### config.mk
export PLATFORM = sky130hd
export DESIGN_NAME = i2c_target
export DESIGN_NICKNAME = d
export VERILOG_FILES = /design/src/rtl/i2c_target.sv
export SDC_FILE = /design/constraint.sdc
export NUM_CORES = 1
export LEC_CHECK = 0
export CAP_MARGIN = 20
export CORE_MARGIN = 5
export CORE_UTILIZATION = 35
export CTS_CLUSTER_SIZE = 20
export DETAILED_ROUTE_END_ITERATION = 16
export PLACE_DENSITY_LB_ADDON = 0.1
export SYNTH_ARGS = -nofsm -noshare
export SYNTH_HDL_FRONTEND = slang
export SYNTH_SLANG_ARGS = --single-unit
export TNS_END_PERCENT = 30
### constraint.sdc
create_clock -name clk_100M -period 3.5 [get_ports clk_100M]
set_clock_uncertainty 0.2 [all_clocks]
set_input_delay 0.35 -clock clk_100M [delete_from_list [all_inputs] [get_ports clk_100M]]
set_output_delay 0.35 -clock clk_100M [all_outputs]
set_load 0.02 [all_outputs]
### src/rtl/i2c_target.sv
// I2C target (responder) for bus loopback and bring-up of the UART-to-I2C bridge.
// SCL/SDA are oversampled on clk_100M, synchronised and glitch-filtered. START and
// STOP are decoded from the filtered levels. A 7-bit address is matched, and bytes
// are exchanged with local logic over valid/ready streams. SCL is stretched while
// read data is not yet available.
module i2c_target #(
  parameter logic [6:0] ADDR       = 7'h42,
  parameter int         FILTER_LEN = 4
) (
  input  logic       clk_100M,
  input  logic       rst_n,
  input  logic       scl_i,
  input  logic       sda_i,
  output logic       scl_oe,
  output logic       sda_oe,
  output logic [7:0] rx_data,
  output logic       rx_valid,
  input  logic       rx_ready,
  input  logic [7:0] tx_data,
  input  logic       tx_valid,
  output logic       tx_ready,
  output logic       start_det,
  output logic       stop_det,
  output logic       busy
);

  // A new level is accepted on the FILTER_LEN-th consecutive differing sample.
  localparam logic [3:0] FILT_MAX = 4'(FILTER_LEN - 1);

  typedef enum logic [2:0] {
    ST_IDLE     = 3'd0,
    ST_ADDR     = 3'd1,
    ST_ADDR_ACK = 3'd2,
    ST_WRITE    = 3'd3,
    ST_WR_ACK   = 3'd4,
    ST_LOAD     = 3'd5,
    ST_READ     = 3'd6,
    ST_RD_ACK   = 3'd7
  } state_t;

  // Line vectors: index 0 = SCL, index 1 = SDA.
  logic [1:0] meta_r;
  logic [1:0] sync_r;
  logic [1:0] flt_r;
  logic [1:0] prev_r;
  logic [3:0] filt_cnt_r [2];

  state_t     state_r;
  logic [7:0] shift_r;
  logic [2:0] bit_cnt_r;
  logic       rw_r;
  logic       ack_phase_r;
  logic       ack_pend_r;

  logic       scl_rise_s;
  logic       scl_fall_s;
  logic       start_s;
  logic       stop_s;
  logic [7:0] byte_s;

  // Two-flop synchronisers bring the asynchronous pin levels into clk_100M.
  always_ff @(posedge clk_100M or negedge rst_n) begin
    if (!rst_n) begin
      meta_r <= 2'b11;
      sync_r <= 2'b11;
    end else begin
      meta_r <= {sda_i, scl_i};
      sync_r <= meta_r;
    end
  end

  // Glitch filters: the accepted level only follows a run of FILTER_LEN differing samples.
  always_ff @(posedge clk_100M or negedge rst_n) begin
    if (!rst_n) begin
      flt_r         <= 2'b11;
      prev_r        <= 2'b11;
      filt_cnt_r[0] <= 4'd0;
      filt_cnt_r[1] <= 4'd0;
    end else begin
      prev_r <= flt_r;
      for (int i = 0; i < 2; i++) begin
        if (sync_r[i] != flt_r[i]) begin
          if (filt_cnt_r[i] == FILT_MAX) begin
            flt_r[i]      <= sync_r[i];
            filt_cnt_r[i] <= 4'd0;
          end else begin
            filt_cnt_r[i] <= filt_cnt_r[i] + 4'd1;
          end
        end else begin
          filt_cnt_r[i] <= 4'd0;
        end
      end
    end
  end

  // Bus events from the filtered levels; START/STOP need SCL high and take priority downstream.
  always_comb begin
    scl_rise_s = flt_r[0] & ~prev_r[0];
    scl_fall_s = ~flt_r[0] & prev_r[0];
    start_s    = prev_r[1] & ~flt_r[1] & flt_r[0];
    stop_s     = ~prev_r[1] & flt_r[1] & flt_r[0];
    byte_s     = {shift_r[6:0], flt_r[1]};
  end

  // Protocol FSM with registered line drivers, stream handshakes and status pulses.
  always_ff @(posedge clk_100M or negedge rst_n) begin
    if (!rst_n) begin
      state_r     <= ST_IDLE;
      shift_r     <= 8'h00;
      bit_cnt_r   <= 3'd0;
      rw_r        <= 1'b0;
      ack_phase_r <= 1'b0;
      ack_pend_r  <= 1'b0;
      scl_oe      <= 1'b0;
      sda_oe      <= 1'b0;
      rx_data     <= 8'h00;
      rx_valid    <= 1'b0;
      tx_ready    <= 1'b0;
      start_det   <= 1'b0;
      stop_det    <= 1'b0;
      busy        <= 1'b0;
    end else begin
      rx_valid  <= 1'b0;
      tx_ready  <= 1'b0;
      start_det <= 1'b0;
      stop_det  <= 1'b0;
      if (start_s) begin
        // START / repeated START: drop any partial byte and release both lines.
        state_r     <= ST_ADDR;
        bit_cnt_r   <= 3'd0;
        ack_phase_r <= 1'b0;
        scl_oe      <= 1'b0;
        sda_oe      <= 1'b0;
        start_det   <= 1'b1;
        busy        <= 1'b0;
      end else if (stop_s) begin
        state_r     <= ST_IDLE;
        ack_phase_r <= 1'b0;
        scl_oe      <= 1'b0;
        sda_oe      <= 1'b0;
        stop_det    <= 1'b1;
        busy        <= 1'b0;
      end else begin
        case (state_r)
          ST_IDLE: begin
            state_r <= ST_IDLE;
          end
          ST_ADDR: begin
            if (scl_rise_s) begin
              shift_r   <= byte_s;
              bit_cnt_r <= bit_cnt_r + 3'd1;
              if (bit_cnt_r == 3'd7) begin
                rw_r        <= flt_r[1];
                ack_phase_r <= 1'b0;
                if (byte_s[7:1] == ADDR) begin
                  state_r <= ST_ADDR_ACK;
                  busy    <= 1'b1;
                end else begin
                  state_r <= ST_IDLE;
                end
              end
            end
          end
          ST_ADDR_ACK: begin
            // First fall starts the ACK slot, second fall ends it.
            if (scl_fall_s) begin
              if (!ack_phase_r) begin
                sda_oe      <= 1'b1;
                ack_phase_r <= 1'b1;
              end else begin
                sda_oe      <= 1'b0;
                ack_phase_r <= 1'b0;
                state_r     <= rw_r ? ST_LOAD : ST_WRITE;
              end
            end
          end
          ST_WRITE: begin
            if (scl_rise_s) begin
              shift_r   <= byte_s;
              bit_cnt_r <= bit_cnt_r + 3'd1;
              if (bit_cnt_r == 3'd7) begin
                ack_pend_r  <= rx_ready;
                ack_phase_r <= 1'b0;
                state_r     <= ST_WR_ACK;
                if (rx_ready) begin
                  rx_data  <= byte_s;
                  rx_valid <= 1'b1;
                end
              end
            end
          end
          ST_WR_ACK: begin
            // A refused byte leaves SDA released through the slot (NACK).
            if (scl_fall_s) begin
              if (!ack_phase_r) begin
                sda_oe      <= ack_pend_r;
                ack_phase_r <= 1'b1;
              end else begin
                sda_oe      <= 1'b0;
                ack_phase_r <= 1'b0;
                state_r     <= ST_WRITE;
              end
            end
          end
          ST_LOAD: begin
            // SCL is low here; hold it low until local logic supplies a byte.
            if (tx_valid) begin
              shift_r   <= tx_data;
              tx_ready  <= 1'b1;
              sda_oe    <= ~tx_data[7];
              bit_cnt_r <= 3'd0;
              state_r   <= ST_READ;
            end else begin
              scl_oe <= 1'b1;
            end
          end
          ST_READ: begin
            // Stretch is released one cycle after bit 7 is on SDA.
            scl_oe <= 1'b0;
            if (scl_fall_s) begin
              bit_cnt_r <= bit_cnt_r + 3'd1;
              if (bit_cnt_r == 3'd7) begin
                sda_oe      <= 1'b0;
                ack_phase_r <= 1'b0;
                state_r     <= ST_RD_ACK;
              end else begin
                shift_r <= {shift_r[6:0], 1'b0};
                sda_oe  <= ~shift_r[6];
              end
            end
          end
          ST_RD_ACK: begin
            // NACK parks in IDLE (busy kept) until the controller issues STOP/START.
            if (scl_rise_s) begin
              if (flt_r[1]) begin
                state_r <= ST_IDLE;
              end else begin
                ack_phase_r <= 1'b1;
              end
            end else if (scl_fall_s && ack_phase_r) begin
              ack_phase_r <= 1'b0;
              state_r     <= ST_LOAD;
            end
          end
          default: begin
            state_r <= ST_IDLE;
            scl_oe  <= 1'b0;
            sda_oe  <= 1'b0;
          end
        endcase
      end
    end
  end

endmodule

======== Word-level counts from Yosys, hierarchy flattened ========
Cells that the tools add are included.
operators by class
  add/sub/neg operators ................... 3
  eq/ne operators ......................... 38
  muxes and demuxes ....................... 76
  bitwise logic cells ..................... 14
  reductions and logical operators ........ 25
operators with widths
  kind                                                    number
  two-way mux 3 bit                                       22
  inequality test 4 bit (second input constant)           12
  two-way mux 1 bit                                       39
  two-way mux 7 bit                                       4
  one-hot mux 3 bit (8 select lines)                      1
  one-hot mux 7 bit (3 select lines)                      1
  AND reduction 5 bit                                     4
  two-way mux 4 bit                                       4
  equality test 3 bit (second input constant)             5
  inequality test 5 bit (second input constant)           3
  nonzero test 3 bit                                      5
  AND reduction 13 bit                                    1
  AND reduction 6 bit                                     2
  nonzero test 6 bit                                      2
  one-hot mux 3 bit (3 select lines)                      1
  adder 4 x 1 -> 4 bit (second input constant)            2
  equality test 4 x 2 -> 1 bit (second input constant)    2
  inequality test 2 bit (second input constant)           4
  inequality test 4 x 1 -> 1 bit (second input constant)  2
  NOT 1 bit                                               8
  one-hot mux 1 bit (4 select lines)                      2
  nonzero test 4 bit                                      2
  equality test 7 bit (second input constant)             1
  AND reduction 7 bit                                     1
  other kinds (15)                                        26
word-level totals
  bits in registers ....................... 47
  bits of input ports ..................... 14
  output and inout port bits .............. 15
  word-level logic and storage cells ...... 177

======== Longest topological paths before layout ========
  word-level depth ........................ 8
  mapped depth ............................ 7

======== Worst setup path after synthesis ========
No wires, ideal clock.
  path kind ............................... register to register
  start point ............................. register flt_r[1]
  end point ............................... register rx_data[0]
  arrival time ............................ 1.643 ns
  data required time ...................... 3.172 ns
  path slack .............................. 1.530 ns
  cell stages (with the launch flop) ...... 7
  buffers on the path ..................... 1
  cell sequence ........................... dfstp_2 > buf_2 > xnor2_1 > nand2_1 > nor3_2 > nand3_2 > mux2_1
on the way
  word-level cells in the longest chain between the ends .. 5
ends and longest elaborated chain
  element                               line  RTL
  from (decl)                           44    logic [1:0] flt_r;
  from (signal, indexed assignment)     84    flt_r[i] <= sync_r[i];
  NOT 1 bit                             100   start_s = prev_r[1] & ~flt_r[1] & flt_r[0];
  AND 1 bit (2 in a row)                100
  NOT 1 bit (no source line)            --
  AND reduction 6 bit (no source line)  --
  to (signal assigned)                  186   rx_data <= byte_s;
  to (decl)                             16    output logic [7:0] rx_data,
Several ways; a longest one is shown, not always the timed one.
A chain may end at the register's enable or synchronous reset.

======== Worst setup path after layout ========
  start point ............................. register state_r[2]
  end point ............................... register state_r[0]
on the way
  word-level cells in the longest chain between the ends .. 4
ends and longest elaborated chain
  element                                      line  RTL
  from (decl)                                  48    state_t state_r;
  from (signal assigned)                       173   state_r <= rw_r ? ST_LOAD : ST_WRITE;
  equality test 3 bit (tied with other cells)  144   case (state_r)
  one-hot mux 3 bit (8 select lines)           144
  two-way mux 3 bit                            136   end else if (stop_s) begin
  two-way mux 3 bit                            127   if (start_s) begin
Several ways; a longest one is shown, not always the timed one.

==> out/results.txt <==
The number of inserted filler cells in the final layout came out at 695. The largest individual stage delay along the critical path comes from the cell sky130_fd_sc_hd__dfrtp_1. Final hold analysis gives a worst-case slack of 160 ps. The largest stage delay on the critical path was 980 ps; the number of global-route vias before repair was 1776.

Path type of the worst min-delay path: flip-flop to flip-flop. At the worst endpoint, the arrival time is 2510 ps. Setup repair after global routing left no endpoint under its margin. The detail route stage leaves a number of antenna-violating nets equal to 0. The remaining max-slew budget at the tightest pin is 0.356.

At the pin with the least slew margin, the transition time is 966 ps. Counting flops with a built-in enable in the synthesized netlist gives 0. The endpoint required time on the critical path was 3480 ps. Summed over all layers, the global routing overflow is 0. The number of synthesized register bits works out to 47. Relative to the synthesized area, the layout overhead comes to 18.9%. The logs give 0.485 for the sequential element share of the synthesized area and 60 for the unique cell type count in the Yosys netlist.

For the number of clock sinks seen by CTS, the log shows 47. CTS placed an instance of sky130_fd_sc_hd__clkbuf_8 at the clock tree root. The routed wire length per instance is 14.5 um.

The run finished with clean final reports. The routed via count divided by cell count works out to 5.03. In this run the cell area measured after placement is 2780 um2. The peak ir drop on the vdd network came out at 251 uV. The number of gates resized after CTS was 0.

For the initial antenna violation count, the log shows 0. TritonCTS built the clock tree. During synthesis, Yosys emitted a total of 0 warnings.

The pin count of the biggest net entering global routing came out at 48. Clock transition at the registers of the reported paths: 90 ps. The logs give 2 for the deepest level of the CTS H-tree and 0.124 for the aggregate global-route resource usage.

The critical path is of the flip-flop to flip-flop type. The number of buffers on the longest clock path is 2. The share of Yosys cell area claimed by the top area cell type is 0.399. The logs give 1.79 mW for the total power draw and 300 ps for the clock insertion delay at the later pin of the skew report.

The synthesized design spends more area on one cell type than any other, namely sky130_fd_sc_hd__dfrtp_1. The analysis attributes to cell leakage a power of 1.31 nW. The logs give 4 for the first-pass iteration count of the detailed router and 29 for the count of pins on the block boundary. The final non-filler cell total is 349, and the highest achievable clock rate is 396 MHz. In the post-synthesis netlist, the cell with the most instances is sky130_fd_sc_hd__dfrtp_1.

Walking the worst path, the cells encountered are nand2b_1 > a211o_1 > a31oi_1 > a211oi_2 > mux2_1. The tools report the core area as 6790 um2. By count the netlist is led by sky130_fd_sc_hd__dfrtp_1 (39), sky130_fd_sc_hd__nor2_1 (18), sky130_fd_sc_hd__a21oi_1 (13).

After detailed routing, the number of remaining DRC violations is 0. The floorplan step set the die width to 93.6 um. The die is 93.6 um tall. Power spread over the standard cell area amounts to 614 nW/um2. Clock tree synthesis inserted a total of 5 buffers.

The HPWL after detailed placement is 3540 um. The setup violation total in the final timing report was 0. The run gives 8660 um as the first-pass GRT wire length. The run gives 226 as the synthesized instance count.

The routed wire length came out at 5060 um. By area the synthesized netlist is led by sky130_fd_sc_hd__dfrtp_1 (40%), sky130_fd_sc_hd__dfstp_2 (8.6%), sky130_fd_sc_hd__mux2_1 (4.1%), sky130_fd_sc_hd__mux2i_1 (2.9%), sky130_fd_sc_hd__nor2_1 (2.8%). The final layout net count was 270; the final instance area was 2910 um2.

For the finished layout, the period the worst path requires is 2520 ps. The number of nets in the synthesized netlist is 244. In this run the mean area of a mapped cell was 10.8 um2.

The floorplan step defined a die boundary enclosing 8760 um2. The final clock period utilization by the worst path was 0.721. Most used flip-flop cell after synthesis: sky130_fd_sc_hd__dfrtp_1. Routability-driven placement finished with a final weighted congestion of 0.806. 0 antenna diodes ended up in the layout. The peak fanout along the critical path works out to 29. STA classifies the critical path endpoint as a flip-flop. After detailed placement, the design holds a cell count of 339. The fraction of layout instances using a drive strength above 1 came out at 0.158. STA classifies the critical path startpoint as a flip-flop.

The run gives 1755 as the number of vias in the routed layout. The final-report max-slew violation count was 0. The accumulated negative setup slack is 0 ps, and the max-cap check violation count is 0.

The detailed router finished its first iteration with 122 violations. The share of flip-flops with an asynchronous set or reset came out at 1.00. The mapped netlist covers 2450 um2. The total number of placement rows is 30. In this run the tool buffered the top-level ports with 28 buffer cells.

The final number of hold-violating endpoints is 0, and the initial core utilization is 0.360.
## timing repair
item	CTS	global route
buffers inserted	0	0
hold buffers	0	1
hold endpoints to repair	0	14
## area by class of cell
type / instances / area, um2 / share of cell area
clock buffers: 7 / 96.3 / 0.0331
clock inverters: 1 / 7.51 / 0.00258
inverters: 10 / 37.5 / 0.0129
multi-input cells: 158 / 1160 / 0.397
flip-flops and latches: 47 / 1190 / 0.408
well taps: 96 / 120 / 0.0413
repair buffers: 30 / 305 / 0.105
## through the flow
step	setup WS, ps	util
floorplan	1530	-
CTS	997	0.424
global placement	1070	0.408
global route	787	0.428
detailed placement	1010	0.408
finish	975	0.428
## power by group
part / switching [mW] / leakage [nW] / internal, mW
Clock: 0.188 / 0.0505 / 0.180
Combinational: 0.290 / 0.653 / 0.273
Sequential: 0.174 / 0.602 / 0.680
## routing by layer
| layer | track usage | up-vias | part of all wire |
|---|---|---|---|
| li1 | - | 858 | - |
| met1 | 0.171 | 852 | 0.48 |
| met2 | 0.192 | 38 | 0.46 |
| met3 | 0.0330 | 7 | 0.047 |
| met4 | 0.0373 | 0 | 0.013 |
| met5 | 0 | - | 0 |
## cells in the final DEF (no fill, tap or decap), types with 6 or more instances in the layout
master and instances:
sky130_fd_sc_hd__a21oi_1 13, sky130_fd_sc_hd__clkbuf_8 7, sky130_fd_sc_hd__clkdlybuf4s50_1 27, sky130_fd_sc_hd__dfrtp_1 39
sky130_fd_sc_hd__dfstp_2 8, sky130_fd_sc_hd__inv_1 10, sky130_fd_sc_hd__mux2_1 9, sky130_fd_sc_hd__mux2i_1 7
sky130_fd_sc_hd__nand2_1 8, sky130_fd_sc_hd__nand2b_1 7, sky130_fd_sc_hd__nand3_1 6, sky130_fd_sc_hd__nor2_1 18
sky130_fd_sc_hd__nor3_1 8
## flip-flops by register name, indices dropped and copies added, names as in the netlist, 2 cells and up
register	cells
sync_r	2
shift_r	7
flt_r	2
meta_r	2
prev_r	2
filt_cnt_r	8
state_r	3
bit_cnt_r	3
rx_data	8
## final timing paths
check | startpoint | end | slack (ps) | cells past startpoint
max reg2reg | state_r[2]$_DFFE_PN0P_ | state_r[0]$_DFFE_PN0P_ | 980 | 5
min reg2reg | meta_r[0]$_DFF_PN1_ | sync_r[0]$_DFF_PN1_ | 160 | 0
min in group asynchronous | rst_n | filt_cnt_r[1]$_DFF_PN0_ | 320 | 2
max | state_r[2]$_DFFE_PN0P_ | state_r[0]$_DFFE_PN0P_ | 980 | 5
max in group asynchronous | rst_n | sync_r[1]$_DFF_PN1_ | 2210 | 3
min | meta_r[0]$_DFF_PN1_ | sync_r[0]$_DFF_PN1_ | 160 | 0
## cells by family (layout without fill, tap and decap cells)
family / Yosys count / count (layout) / share of synthesized area
adders and majority gates: 4 / 4 / 0.0205
and+or+nand+nor: 79 / 79 / 0.192
DFF: 47 / 47 / 0.485
xor gates and xnor gates: 5 / 5 / 0.0179
buffers and inverters: 21 / 48 / 0.0429
muxes: 21 / 21 / 0.0930
AOI/OAI and AO/OA: 49 / 49 / 0.149
## critical path: cells and delay by family, from the launching register on
| kind | cells | cell delay, ps |
|---|---|---|
| AOI/OAI and AO/OA | 3 | 740 |
| DFF | 1 | 980 |
| and+or+nand+nor | 1 | 170 |
| muxes | 1 | 330 |
No activity file was read; power rests on OpenSTA's default activity.
